File: src/rtl/huffman_phase_ctrl.sv
// Phase sequencer for the Huffman encoder: counts the symbol stream, handshakes
// SYM_NUM-1 tree merges into the node register file, then releases code generation.
module huffman_phase_ctrl #(
  parameter int unsigned SYM_NUM = 8,
  parameter int unsigned TIMEOUT = 255
) (
  input  logic        CLK,
  input  logic        RST,
  input  logic        start,
  input  logic        abort,
  input  logic        sym_valid,
  input  logic        sym_last,
  input  logic        merge_done,
  input  logic [12:0] node_in,
  input  logic        code_done,
  output logic [1:0]  state,
  output logic        merge_req,
  output logic        node_we,
  output logic [2:0]  node_addr,
  output logic [12:0] node_data,
  output logic [7:0]  sym_cnt,
  output logic        busy,
  output logic        done,
  output logic [1:0]  error
);

  localparam int unsigned KW = 4;
  localparam int unsigned WW = $clog2(TIMEOUT + 1);
  localparam logic [KW-1:0] K_LAST   = KW'(SYM_NUM - 1);
  localparam logic [WW-1:0] WAIT_MAX = WW'(TIMEOUT);

  localparam logic [1:0] ERR_OK       = 2'b00;
  localparam logic [1:0] ERR_OVERFLOW = 2'b01;
  localparam logic [1:0] ERR_BAD_ROOT = 2'b10;
  localparam logic [1:0] ERR_TIMEOUT  = 2'b11;

  localparam logic [1:0] PH_IDLE  = 2'b00;
  localparam logic [1:0] PH_COUNT = 2'b01;
  localparam logic [1:0] PH_BUILD = 2'b10;
  localparam logic [1:0] PH_CODE  = 2'b11;

  typedef enum logic [2:0] {
    S_IDLE,
    S_COUNT,
    S_B_REQ,
    S_B_WAIT,
    S_B_WR,
    S_CODE
  } fsm_e;

  fsm_e          fsm_q, fsm_d;
  logic [KW-1:0] k_q, k_d;
  logic [WW-1:0] wait_q, wait_d;
  logic [1:0]    state_q, state_d;
  logic          merge_req_q, merge_req_d;
  logic          node_we_q, node_we_d;
  logic [2:0]    node_addr_q, node_addr_d;
  logic [12:0]   node_data_q, node_data_d;
  logic [7:0]    sym_cnt_q, sym_cnt_d;
  logic          busy_q, busy_d;
  logic          done_q, done_d;
  logic [1:0]    error_q, error_d;

  logic          timeout_c;
  logic          root_ok_c;

  assign timeout_c = (wait_q == WAIT_MAX);
  // Root node must be parentless (F) and carry the whole frame's weight.
  assign root_ok_c = (node_data_q[12:9] == 4'hF) && (node_data_q[7:0] == sym_cnt_q);

  always_ff @(posedge CLK) begin
    if (RST) begin
      fsm_q       <= S_IDLE;
      k_q         <= '0;
      wait_q      <= '0;
      state_q     <= PH_IDLE;
      merge_req_q <= 1'b0;
      node_we_q   <= 1'b0;
      node_addr_q <= '0;
      node_data_q <= '0;
      sym_cnt_q   <= '0;
      busy_q      <= 1'b0;
      done_q      <= 1'b0;
      error_q     <= ERR_OK;
    end else begin
      fsm_q       <= fsm_d;
      k_q         <= k_d;
      wait_q      <= wait_d;
      state_q     <= state_d;
      merge_req_q <= merge_req_d;
      node_we_q   <= node_we_d;
      node_addr_q <= node_addr_d;
      node_data_q <= node_data_d;
      sym_cnt_q   <= sym_cnt_d;
      busy_q      <= busy_d;
      done_q      <= done_d;
      error_q     <= error_d;
    end
  end

  always_comb begin
    fsm_d       = fsm_q;
    k_d         = k_q;
    wait_d      = '0;
    state_d     = state_q;
    merge_req_d = 1'b0;
    node_we_d   = 1'b0;
    node_addr_d = node_addr_q;
    node_data_d = node_data_q;
    sym_cnt_d   = sym_cnt_q;
    busy_d      = busy_q;
    done_d      = 1'b0;
    error_d     = error_q;

    if (abort) begin
      fsm_d = S_IDLE;
    end else begin
      unique case (fsm_q)
        S_IDLE: begin
          if (start) begin
            sym_cnt_d = '0;
            k_d       = KW'(1);
            error_d   = ERR_OK;
            fsm_d     = S_COUNT;
          end
        end
        S_COUNT: begin
          // Overflow outranks timeout so a 256th symbol is always reported as such.
          if (sym_valid && (sym_cnt_q == 8'hFF)) begin
            error_d = ERR_OVERFLOW;
            fsm_d   = S_IDLE;
          end else begin
            if (sym_valid) begin
              sym_cnt_d = sym_cnt_q + 8'd1;
            end
            if (sym_valid && sym_last) begin
              fsm_d = S_B_REQ;
            end else if (timeout_c) begin
              error_d = ERR_TIMEOUT;
              fsm_d   = S_IDLE;
            end
          end
        end
        S_B_REQ: begin
          fsm_d = S_B_WAIT;
        end
        S_B_WAIT: begin
          if (merge_done) begin
            node_data_d = node_in;
            fsm_d       = S_B_WR;
          end else if (timeout_c) begin
            error_d = ERR_TIMEOUT;
            fsm_d   = S_IDLE;
          end
        end
        S_B_WR: begin
          if (k_q < K_LAST) begin
            k_d   = k_q + KW'(1);
            fsm_d = S_B_REQ;
          end else if (root_ok_c) begin
            fsm_d = S_CODE;
          end else begin
            error_d = ERR_BAD_ROOT;
            fsm_d   = S_IDLE;
          end
        end
        S_CODE: begin
          if (code_done) begin
            done_d = 1'b1;
            fsm_d  = S_IDLE;
          end else if (timeout_c) begin
            error_d = ERR_TIMEOUT;
            fsm_d   = S_IDLE;
          end
        end
        default: begin
          fsm_d = S_IDLE;
        end
      endcase
    end

    // Wait counter restarts on any state change and only runs in waiting states.
    if ((fsm_d == fsm_q) && (fsm_q inside {S_COUNT, S_B_WAIT, S_CODE})) begin
      wait_d = wait_q + WW'(1);
    end

    // Registered outputs are derived from the next state so they line up with it.
    unique case (fsm_d)
      S_IDLE:                   state_d = PH_IDLE;
      S_COUNT:                  state_d = PH_COUNT;
      S_B_REQ, S_B_WAIT, S_B_WR: state_d = PH_BUILD;
      S_CODE:                   state_d = PH_CODE;
      default:                  state_d = PH_IDLE;
    endcase
    busy_d      = (fsm_d != S_IDLE);
    merge_req_d = (fsm_d == S_B_REQ);
    node_we_d   = (fsm_d == S_B_WR);
    if (fsm_d == S_B_WR) begin
      node_addr_d = 3'(k_q);
    end
  end

  assign state     = state_q;
  assign merge_req = merge_req_q;
  assign node_we   = node_we_q;
  assign node_addr = node_addr_q;
  assign node_data = node_data_q;
  assign sym_cnt   = sym_cnt_q;
  assign busy      = busy_q;
  assign done      = done_q;
  assign error     = error_q;

endmodule

File: config.mk
export PLATFORM = sky130hd
export DESIGN_NAME = huffman_phase_ctrl
export DESIGN_NICKNAME = d
export VERILOG_FILES = /design/src/rtl/huffman_phase_ctrl.sv
export SDC_FILE = /design/constraint.sdc
export NUM_CORES = 1
export LEC_CHECK = 0
export BUFFER_PORTS_ARGS = -buffer_cell sky130_fd_sc_hd__buf_2
export CAP_MARGIN = 15
export CORE_MARGIN = 1.5
export CORE_UTILIZATION = 50
export DETAILED_ROUTE_END_ITERATION = 10
export PLACE_DENSITY = 0.87
export SYNTH_ARGS = -nofsm -noshare
export SYNTH_HDL_FRONTEND = slang
export SYNTH_SLANG_ARGS = --single-unit
export TNS_END_PERCENT = 5
File: constraint.sdc
create_clock -name CLK -period 2.17 [get_ports CLK]
set_clock_uncertainty 0.05 [all_clocks]
set_input_delay 0.3255 -clock CLK [delete_from_list [all_inputs] [get_ports CLK]]
set_output_delay 0.3255 -clock CLK [all_outputs]
set_load 0.01 [all_outputs]
# --- After elaboration in Yosys (flattened, before gate mapping) ---
# Cells that the tools add are included.
word_totals:
  elab_cells: 88
  regBits: 47
classes:
  addsub: 3
  order_cmp: 1
  reduce_logical: 17
  muxes: 28
  bitwise: 3
  eq_ne: 24
ops:
  columns: ["operator", "count"]
  rows:
  - ["$mux 3", 9]
  - ["$mux 8", 3]
  - ["$pmux 3 s6", 1]
  - ["$add 8x1->8 const B", 2]
  - ["$eq 8x8->1 const B", 2]
  - ["$mux 2", 8]
  - ["$ne 2x2->1 const B", 8]
  - ["$pmux 8 s2", 1]
  - ["$eq 3x2->1 const B", 4]
  - ["$eq 3x3->1 const B", 4]
  - ["$pmux 2 s5", 1]
  - ["$eq 8x8->1", 1]
  - ["$mux 4", 2]
  - ["$pmux 4 s2", 1]
  - ["$reduce_and 8->1", 1]
  - ["$eq 3x1->1 const B", 2]
  - ["$pmux 2 s3", 1]
  - ["$reduce_bool 3->1", 2]
  - ["$reduce_or 3->1", 2]
  - ["$reduce_and 5->1", 1]
  - ["$reduce_bool 5->1", 1]
  - ["$add 4x1->4 const B", 1]
  - ["$eq 4x4->1 const B", 1]
  - ["$logic_and 1x1->1", 4]
  - ["other kinds (10)", 13]

# --- Depth between registers and ports, before layout ---
# Gate-level depths: netlist of the first run.
logic_depth:
  ltp_word: 10
  depth_mapped: 7
  mapped_depth_nobuf: 6

# --- Worst setup path after synthesis of the first run ---
# OpenSTA, ideal clock, no wires.
synth_path:
  path_type: "reg2reg"
  from: "reg sym_cnt_q[0], in the netlist sym_cnt[0]"
  to: "reg error_q[1], in the netlist error[1]"
  path_stages_with_launch: 7
  t_arrival_ns: 1.911
  period_less_slack_ns: 2.047
  n_path_buf: 0
  required_time_ns: 2.034
  slack_ns: 0.123
  cell_sequence: "dfxtp_1 -> ha_1 -> nand4_1 -> o21ai_4 -> o21ai_2 -> or4b_1 -> a221oi_2"
synth_between:
  elab_chain_cells: 4
  word_cells_on_any_way: 9
synth_lines:
  columns: ["element", "line", "source"]
  rows:
  - ["from (decl)", "59", "logic [7:0] sym_cnt_q, sym_cnt_d;"]
  - ["from (signal assigned)", "94", "sym_cnt_q <= sym_cnt_d;"]
  - ["$eq 8x8->1, on equally long branches", "129, 69", null]
  - ["$logic_and 1x1->1, on equally long branches", "129, 69", null]
  - ["$ne 3x3->1 (no line), or another cell as far along", null, null]
  - ["$reduce_and 8->1 (no line) / $pmux 2 s5 (equally long branches)", null, null]
  - ["to (signal assigned)", "97", "error_q <= error_d;"]
  - ["to (decl)", "62", "logic [1:0] error_q, error_d;"]
# Parallel ways exist; a longest one is shown, timed or not.
# A chain may end at the register's enable or synchronous reset.

# --- Final worst setup path of the first run ---
layout_path:
  from: "reg fsm_q[0]"
  to: "reg error_q[1], in the netlist error[1]"
layout_between:
  elab_chain_cells: 3
  word_cells_on_any_way: 14
layout_lines:
  columns: ["element", "line", "source"]
  rows:
  - ["from (decl)", "51", "fsm_e fsm_q, fsm_d;"]
  - ["from (signal assigned)", "86", "fsm_q <= fsm_d;"]
  - ["$eq 3x1->1, or another cell as far along", "118", "unique case (fsm_q)"]
  - ["$ne 3x3->1 (no line), or another cell as far along", null, null]
  - ["$reduce_and 8->1 (no line)", null, null]
# Parallel ways exist; a longest one is shown, timed or not.

==> results.yml, run 1 <==
cts:
  cts_buffers: 5
  h-tree-depth: 2
  clock_sinks: 47
  cts_setup_buffers: 0
  cts_root_buffer: "clkbuf_8"
  cts.path.max_buffers: 2
  clk_pin_slew_ns: 0.09
  cts_tree: "yes"
  clock_latency_ns: 0.31
floorplanning:
  dieWidth_microns: 69.2
  core-area_sq_um: 4120
  ioPinCount: 53
  start_util_pct: 53.2
  dieHeight_microns: 69.2
  row_count: 23
  dieArea_sq_um: 4790
grt:
  busiest_layer: "met2"
  first_global_vias: 1951
  grt_max_degree: 25
  met1_usage_pct: 27.4
  grt_usage_pct: 22.3
  grt_pass1_wl_microns: 8680
  met2_usage_pct: 37.7
  use_met3_pct: 4.94
  overflow: 0
  grt_antenna_before_repair: 0
power:
  pwr-share-seq_pct: 58.6
  ir_worst_vdd_mv: 0.351
  power.share.combinational_pct: 6.1
  p_sw_mw: 0.360
  power_density_nw_per_um2: 556
  p_clk_share_pct: 35.3
  leakage_nw: 1.07
  swShare_pct: 24.2
  internal-power_mw: 1.13
outcome:
  status: "finished clean"
sta:
  fmax_mhz: 484
  slew_violations: 0
  slew_headroom_pct: 63.4
  timing.final.crit_share_pct: 95.2
  finalSetupViolations: 0
  worst_pin_slew_ns: 0.543
  setup_slack_ns: 0.105
  rsz0062_at_grt: "no"
  finalHoldViolCount: 0
  setup_tns_ns: 0
  post-route-min-period_ns: 2.07
run:
  drv_cap: 0
synthesis:
  synth_xor_xnor_area_share_pct: 8.00
  ys_async_sr_fraction_pct: 0
  synth_edf_count: 0
  synth_cells: 264
  syn_area_per_cell_sq_um: 8.30
  synthAdderAreaFrac_pct: 1.71
  synthSimpleGateAreaFrac_pct: 27.4
  seq_area_frac_synth_pct: 42.9
  synth_compound_area_share_pct: 15.5
  ys.flop_type: "dfxtp_1"
  yosys.area.top_type: "dfxtp_1"
  synth_top_family_by_area: "simple AND/OR/NAND/NOR gates"
  ys_top_cells_by_area: "dfxtp_1 43%, nand2_1 8.1%, xnor2_1 6.8%"
  yosys_warnings: 0
  netlist_area_sq_um: 2190
  synth.mux.area_fraction_pct: 0
  synth_fp_nets: 288
  ys_seq_elements: 47
  synth_top_area_share_pct: 42.9
  ys_types: 48
route:
  via_per_inst: 5.63
  num_vias: 2135
  drt-pass1-iter-count: 4
  drc_errors: 0
  wl_per_cell_microns: 14.0
  wirelength_microns: 5310
  drt_iter0_markers: 173
  antenna_left: 0
final_layout:
  nets: 352
  final_common_cell: "buf_2"
  seqCellArea_sq_um: 942
  area_growth_pct: 22.2
  multi_input_area_sq_um: 1150
  drive_gt1_share_pct: 26.7
  fill_cells: 353
  diodes: 0
  final_util_pct: 65.1
  final_cell_mix: "52 x buf_2, 47 x nand2_1, 46 x dfxtp_1"
worst_setup_path:
  crit_fanout: 9
  required_ns: 2.35
  arrival_ns: 2.24
  start_kind: "register"
  end_kind: "register"
  criticalPathCategory: "register to register"
hold_path:
  min_path_type: "primary input to register"
placement:
  io_buffers: 52
  dp_hpwl_microns: 3860
  place_congestion: 1.02
  pre_cts_slack_ns: 0.00943
[sequential cells by signal, indices dropped and copies added (netlist names)]
register   cells
wait_q         8
error          2
node_addr      3
busy           1
state          2
done           1
node_data     13
k_q            4
merge_req      1
node_we        1
fsm_q          3
sym_cnt        8
[synthesized netlist by cell type, drive strengths merged, types with 2 or more instances]
cell / n
buf: 5
o211ai: 3
nor4: 8
a2111o: 2
nand3: 9
o21ai: 8
nor4b: 2
nand2: 47
ha: 3
nor2: 21
or2: 2
or4: 2
dfxtp: 47
xnor2: 17
inv: 9
a211oi: 2
clkbuf: 8
xor2: 3
nand4: 5
nand2b: 4
and3: 2
nor3: 10
nor3b: 4
a21oi: 26
[power by group through the flow]
stage	Clock, mW	Combinational [mW]	Sequential, mW
floorplan	0	0.0512	0.892
global placement	0	0.0880	0.892
detailed placement	0	0.0882	0.892
CTS	0.529	0.0888	0.871
global route	0.569	0.0992	0.873
finish	0.525	0.0914	0.872
[logic make-up after synthesis]
group	count (synthesis)
xor gates and xnor gates	20
DFF	47
AOI/OAI and AO/OA	52
buffers and inverters	22
and+or+nand+nor	120
adders and majority gates	3
[path summary, 6_finish.rpt]
| check | startpoint | to | slack, ns | cells past startpoint |
|---|---|---|---|---|
| max | fsm_q[0]$_SDFF_PP0_ | error[1]$_SDFFE_PP0P_ | 0.10 | 5 |
| min | node_in[12] | node_data[12]$_SDFFE_PP0P_ | 0.20 | 3 |
| max reg2reg | fsm_q[0]$_SDFF_PP0_ | error[1]$_SDFFE_PP0P_ | 0.10 | 5 |
| min reg2reg | node_addr[0]$_SDFFE_PP0P_ | node_addr[0]$_SDFFE_PP0P_ | 0.41 | 2 |
[critical path, stage by stage, from the launching register on]
cell and delay [ns]:
dfxtp_1 0.49, nor2_2 0.12, a21oi_1 0.23, o21ai_0 0.24, or4b_1 0.58, a221oi_2 0.28
[layer usage]
| metal | vias up | share of wire [%] | routed length [microns] |
|---|---|---|---|
| li1 | 1047 | - | - |
| met1 | 988 | 43 | 2290 |
| met2 | 87 | 48 | 2530 |
| met3 | 13 | 6.9 | 367 |
| met4 | 0 | 2.1 | 112 |
| met5 | - | 0 | 0 |
[stage by stage]
step	std cells	instance area (sq um)	hold WS [ns]	power (mW)
after floorplan	264	2190	0.342	0.943
after global placement	371	2580	0.390	0.980
after detailed placement	371	2580	0.394	0.980
after CTS	379	2670	0.195	1.49
after global routing	379	2680	0.191	1.54
final	379	2680	0.197	1.49
[timing repair]
action / CTS / global route
gates resized for setup: 0 / 2
endpoints found under the setup margin: 0 / 12
hold buffers: 0 / 0
[area by class of cell]
| class | instances | share of cell area (%) |
|---|---|---|
| clock inverters | 3 | 0.748 |
| flip-flops and latches | 47 | 35.2 |
| multi-input cells | 195 | 43.1 |
| well taps | 50 | 2.34 |
| clock buffers | 5 | 2.57 |
| repair buffers | 70 | 14.8 |
| inverters | 9 | 1.26 |
(Power assumes the default switching activity.)
==> run 2, diff against run 1 <==
==> constraint.sdc (replaced) <==
create_clock -name CLK -period 2.45 [get_ports CLK]
set_clock_uncertainty 0.05 [all_clocks]
set_input_delay 0.1225 -clock CLK [delete_from_list [all_inputs] [get_ports CLK]]
set_output_delay 0.1225 -clock CLK [all_outputs]
set_load 0.01 [all_outputs]
==> run 2 against run 1 <==
Worst setup slack better by 0.16 ns. Clock power grew 11%. Highest routed layer unchanged. First-iteration DRC count fell by 1.7%. Sequential share of layout area down 0.42 points. Combinational power fell by 2%. Design area grew 1.1%. Global-route usage grew 0.17 points. Maximum frequency down 5.5%.
==> results.yml, run 2 (synthesis results as in run 1) <==
power:
  power.share.combinational_pct: 6.2
  internal-power_mw: 1.12
  pwr-share-seq_pct: 53.5
  leakage_nw: 1.06
  swShare_pct: 22.7
  ir_worst_vdd_mv: 0.332
  p_clk_share_pct: 40.3
  power_mw: 1.44
  p_sw_mw: 0.327
  power_density_nw_per_um2: 534
sta:
  timing.final.crit_share_pct: 89.2
  setup_tns_ns: 0
  slew_violations: 0
  hold_ws_ns: 0.00252
  slew_headroom_pct: 55.4
  finalHoldViolCount: 0
  setup_slack_ns: 0.264
  rsz0062_at_grt: "no"
  post-route-min-period_ns: 2.19
  fmax_mhz: 457
  worst_pin_slew_ns: 0.663
  finalSetupViolations: 0
route:
  wl_per_cell_microns: 14.3
  drt_iter0_markers: 170
  wirelength_microns: 5360
  drt-pass1-iter-count: 4
  antenna_left: 0
  wl_met2_microns: 2470
  num_vias: 2135
  met3_length_microns: 320
  wl_met1_microns: 2400
  top_layer_used: "met4"
  drc_errors: 0
  via_per_inst: 5.68
floorplanning:
  start_util_pct: 53.2
  ioPinCount: 53
  core-area_sq_um: 4120
  dieArea_sq_um: 4790
  row_count: 23
  dieHeight_microns: 69.2
  dieWidth_microns: 69.2
grt:
  overflow: 0
  first_global_vias: 1845
  grt_usage_pct: 22.5
  grt_pass1_wl_microns: 8780
  grt_antenna_before_repair: 0
  grt_max_degree: 25
final_layout:
  final_common_cell: "buf_2"
  area_growth_pct: 23.5
  final_cells: 376
  largest_reg_flops: 13
  nets: 349
  drive_gt1_share_pct: 22.7
  diodes: 0
  final_cell_mix: "52 x buf_2, 47 x nand2_1, 47 x dfxtp_1"
hold_path:
  min_path_cells: 3
  min_path_type: "primary input to register"
cts:
  cts_buffers: 5
  clock_latency_ns: 0.31
  cts_setup_buffers: 0
  cts.path.max_buffers: 2
  cts_root_buffer: "clkbuf_8"
  h-tree-depth: 2
  cts_tree: "yes"
  clk_pin_slew_ns: 0.09
  clock_sinks: 47
placement:
  io_buffers: 52
  dp_hpwl_microns: 3640
  place_inst: 358
  place_congestion: 0.985
  pre_cts_slack_ns: 0.207
worst_setup_path:
  start_kind: "register"
  criticalPathCategory: "register to register"
  required_ns: 2.62
  arrival_ns: 2.36
  worstRegToRegCells: 5
  end_kind: "register"
  crit_fanout: 13
outcome:
  status: "finished clean"
run:
  drv_cap: 0
[run 2: timing repair]
action | 4_1_cts | 5_1_grt
gates resized for setup | 0 | 1
setup endpoints to repair | 0 | 7
hold endpoints to repair | 10 | 0
hold buffers | 10 | 0
[run 2: final cells by class]
| type | count | area [sq um] |
|---|---|---|
| inverters | 9 | 33.8 |
| well taps | 50 | 62.6 |
| repair buffers | 67 | 398 |
| clock inverters | 3 | 47.5 |
| flip-flops and latches | 47 | 941 |
| clock buffers | 5 | 68.8 |
| fillers | 341 | 1410 |
| multi-input cells | 195 | 1150 |
[run 2: routing by layer]
| layer | up-vias | GRT usage (%) |
|---|---|---|
| met2 | 97 | 34.4 |
| met3 | 17 | 4.94 |
| li1 | 1043 | - |
| met1 | 978 | 30.3 |
| met5 | - | 0 |
| met4 | 0 | 10.5 |
[run 2: worst paths after layout]
check             slack [ns]                  start                    endpoint
setup / recovery        0.26    fsm_q[1]$_SDFF_PP0_             busy$_SDFF_PP0_
hold / removal         0.003            node_in[12]  node_data[12]$_SDFFE_PP0P_
setup reg to reg        0.26    fsm_q[1]$_SDFF_PP0_             busy$_SDFF_PP0_
hold reg to reg         0.41  error[1]$_SDFFE_PP0P_       error[1]$_SDFFE_PP0P_
[run 2: critical path, cell delays in order, from the launching register on]
cell and delay, ns:
dfxtp_1 0.45, nor2_2 0.31, nand3_1 0.15, nor4_1 0.63, o21ai_0 0.34, o211ai_1 0.17
[run 2: per-stage QoR]
stage | util (%) | area [sq um]
floorplan | - | 2190
global placement | 60.4 | 2490
detailed placement | 60.4 | 2490
CTS | 65.7 | 2700
global route | 65.8 | 2710
finish | 65.8 | 2710
[run 2: power groups by stage]
stage | clock, mW | combinational [mW] | sequential [mW]
floorplan | 0 | 0.0453 | 0.790
global placement | 0 | 0.0729 | 0.791
detailed placement | 0 | 0.0733 | 0.791
CTS | 0.587 | 0.0863 | 0.773
global route | 0.618 | 0.0968 | 0.774
finish | 0.582 | 0.0896 | 0.773
==> run 3, diff against run 2 <==
ABC_AREA = 1   (was unset)
PLACE_DENSITY = 0.86   (was 0.87)
==> run 3 against run 2 <==
Worst setup slack gained 0.40 ns. First-iteration DRC count shrank 6.5%. Wire length is 6.3% higher. Cell count grew 15%. Design area increased by 3.4%. Register-to-register slack improved by 0.40 ns. Hold slack worse by 0.0013 ns. Sequential power up 0.5%. Clock power is 18% lower. Global-route usage up 1.0 points.
==> results.yml, run 3 <==
floorplanning:
  dieWidth_microns: 72.1
  dieHeight_microns: 72.1
  dieArea_sq_um: 5200
  row_count: 24
  core-area_sq_um: 4470
  ioPinCount: 53
  start_util_pct: 53.4
placement:
  dp_hpwl_microns: 4180
  io_buffers: 52
  place_congestion: 0.937
sta:
  finalHoldViolCount: 0
  worst_pin_slew_ns: 0.550
  slew_violations: 0
  rsz0062_at_grt: "no"
  finalSetupViolations: 0
  post-route-min-period_ns: 1.79
  slew_headroom_pct: 63.3
  setup_tns_ns: 0
  timing.final.crit_share_pct: 72.9
  hold_ws_ns: 0.00118
  fmax_mhz: 560
power:
  swShare_pct: 25.6
  leakage_nw: 1.31
  p_clk_share_pct: 35.1
  power.share.combinational_pct: 7.8
  internal-power_mw: 1.01
  p_sw_mw: 0.348
  power_density_nw_per_um2: 487
  ir_worst_vdd_mv: 0.377
  pwr-share-seq_pct: 57.0
synthesis:
  synth_common_cells: "53 x nand2_1, 48 x nor2_1, 47 x dfxtp_1"
  synth_fp_nets: 344
  synth_edf_count: 0
  yosys.area.top_type: "dfxtp_1"
  synth_top_area_share_pct: 39.4
  yosys_warnings: 0
  ys_types: 34
  syn_area_per_cell_sq_um: 7.46
  seq_area_frac_synth_pct: 39.4
  ys_async_sr_fraction_pct: 0
  synth.most_common_cell: "nand2_1"
  ys_seq_elements: 47
  ys.flop_type: "dfxtp_1"
  synth_cells: 320
  ys_top_cells_by_area: "dfxtp_1 39%, nand2_1 8.3%, nor2_1 7.5%"
  netlist_area_sq_um: 2390
route:
  drc_errors: 0
  antenna_left: 0
  drt-pass1-iter-count: 5
  via_per_inst: 5.32
  wirelength_microns: 5700
  drt_iter0_markers: 159
  num_vias: 2293
  wl_per_cell_microns: 13.2
outcome:
  status: "finished clean"
final_layout:
  nets: 402
  drive_gt1_share_pct: 26.4
  final_common_cell: "nand2_1"
  area_growth_pct: 17.2
  diodes: 0
  final_cell_mix: "53 x nand2_1, 52 x buf_2, 48 x nor2_1"
  largest_reg_flops: 13
cts:
  clock_latency_ns: 0.31
  cts_root_buffer: "clkbuf_8"
  h-tree-depth: 2
  cts_resized: 0
  cts_buffers: 5
  clk_pin_slew_ns: 0.09
  cts.path.max_buffers: 2
  hold_buffers: 6
  cts_tree: "yes"
  clock_sinks: 47
  cts_setup_buffers: 0
grt:
  grt_usage_pct: 23.6
  grt_antenna_before_repair: 0
  first_global_vias: 2225
  overflow: 0
  grt_pass1_wl_microns: 9750
  grt_max_degree: 21
hold_path:
  holdCritStartpoint: "node_in[10]"
  hold_end: "node_data[10]$_SDFFE_PP0P_"
  min_path_type: "primary input to register"
  min_path_cells: 3
worst_setup_path:
  crit_fanout: 20
  worstRegToRegCells: 7
  rr_startpoint: "fsm_q[0]$_SDFF_PP0_"
  arrival_ns: 1.94
  startpoint: "fsm_q[0]$_SDFF_PP0_"
  start_kind: "register"
  r2r-end: "node_data[8]$_SDFFE_PP0P_"
  criticalPathCategory: "register to register"
  required_ns: 2.61
  r2r_slack_ns: 0.66
  end_kind: "register"
run:
  drv_cap: 0
[run 3: cell types whose count changed after synthesis, moves of 7 or more]
cell,change
a21oi_1,-11
inv_1,+27
nand3_1,+14
nor2_1,+28
nor4_1,-7
o21ai_0,+7
xnor2_1,-11
[run 3: logic make-up (layout without fill, tap and decap cells)]
logic type	after synthesis	in the layout	synth area share, %
flops	47	47	39.4
xor+xnor	11	11	4.03
buf+inv	49	108	9.53
simple gates	164	164	33.2
fa+ha+maj	3	3	1.57
compound gates	46	46	12.3
[run 3: routing by layer]
layer | global-route usage [%] | vias to the layer above | share of wire, %
li1 | - | 1144 | -
met1 | 29.1 | 1049 | 44
met2 | 41.2 | 88 | 49
met5 | 0 | - | 0
met3 | 7.22 | 12 | 6.7
met4 | 3.77 | 0 | 1.0
[run 3: metrics by stage]
stage	area [sq um]	std cells	worst slack [ns]	utilization (%)	power, mW
CTS	2800	431	0.684	62.6	1.37
finish	2800	431	0.663	62.6	1.36
floorplan	2390	320	0.837	-	0.857
global placement	2650	417	0.726	59.3	0.890
global route	2800	431	0.471	62.6	1.41
detailed placement	2650	417	0.706	59.3	0.892
[run 3: power groups by stage]
stage	clock network [mW]	registers (mW)	logic, mW
2_1_floorplan	0	0.793	0.0640
3_3_place_gp	0	0.794	0.0956
3_5_place_dp	0	0.794	0.0974
4_1_cts	0.484	0.777	0.105
5_1_grt	0.518	0.778	0.118
6_report	0.478	0.777	0.107
[run 3: area by class of cell]
cell class / instances / area (sq um)
clock inverter: 3 / 18.8
tap: 52 / 65.1
fill: 372 / 1680
inverter: 40 / 150
multi-input combinational: 224 / 1220
sequential: 47 / 941
timing repair buffer: 60 / 335
clock buffer: 5 / 68.8
[run 3: worst max-delay path: stages, from the launching register on]
cell and delay (ns):
dfxtp_1 0.65, nand2_1 0.13, nor3_2 0.21, inv_2 0.09, nor2_4 0.10, inv_2 0.18, nor2_1 0.20, nor2_1 0.07
[run 3: how the worst max path moves through the flow]
stage,to
2_1_floorplan,busy$_SDFF_PP0_
3_3_place_gp,node_data[7]$_SDFFE_PP0P_
3_5_place_dp,busy$_SDFF_PP0_
4_1_cts,busy$_SDFF_PP0_
5_1_grt,busy$_SDFF_PP0_
6_report,node_data[8]$_SDFFE_PP0P_
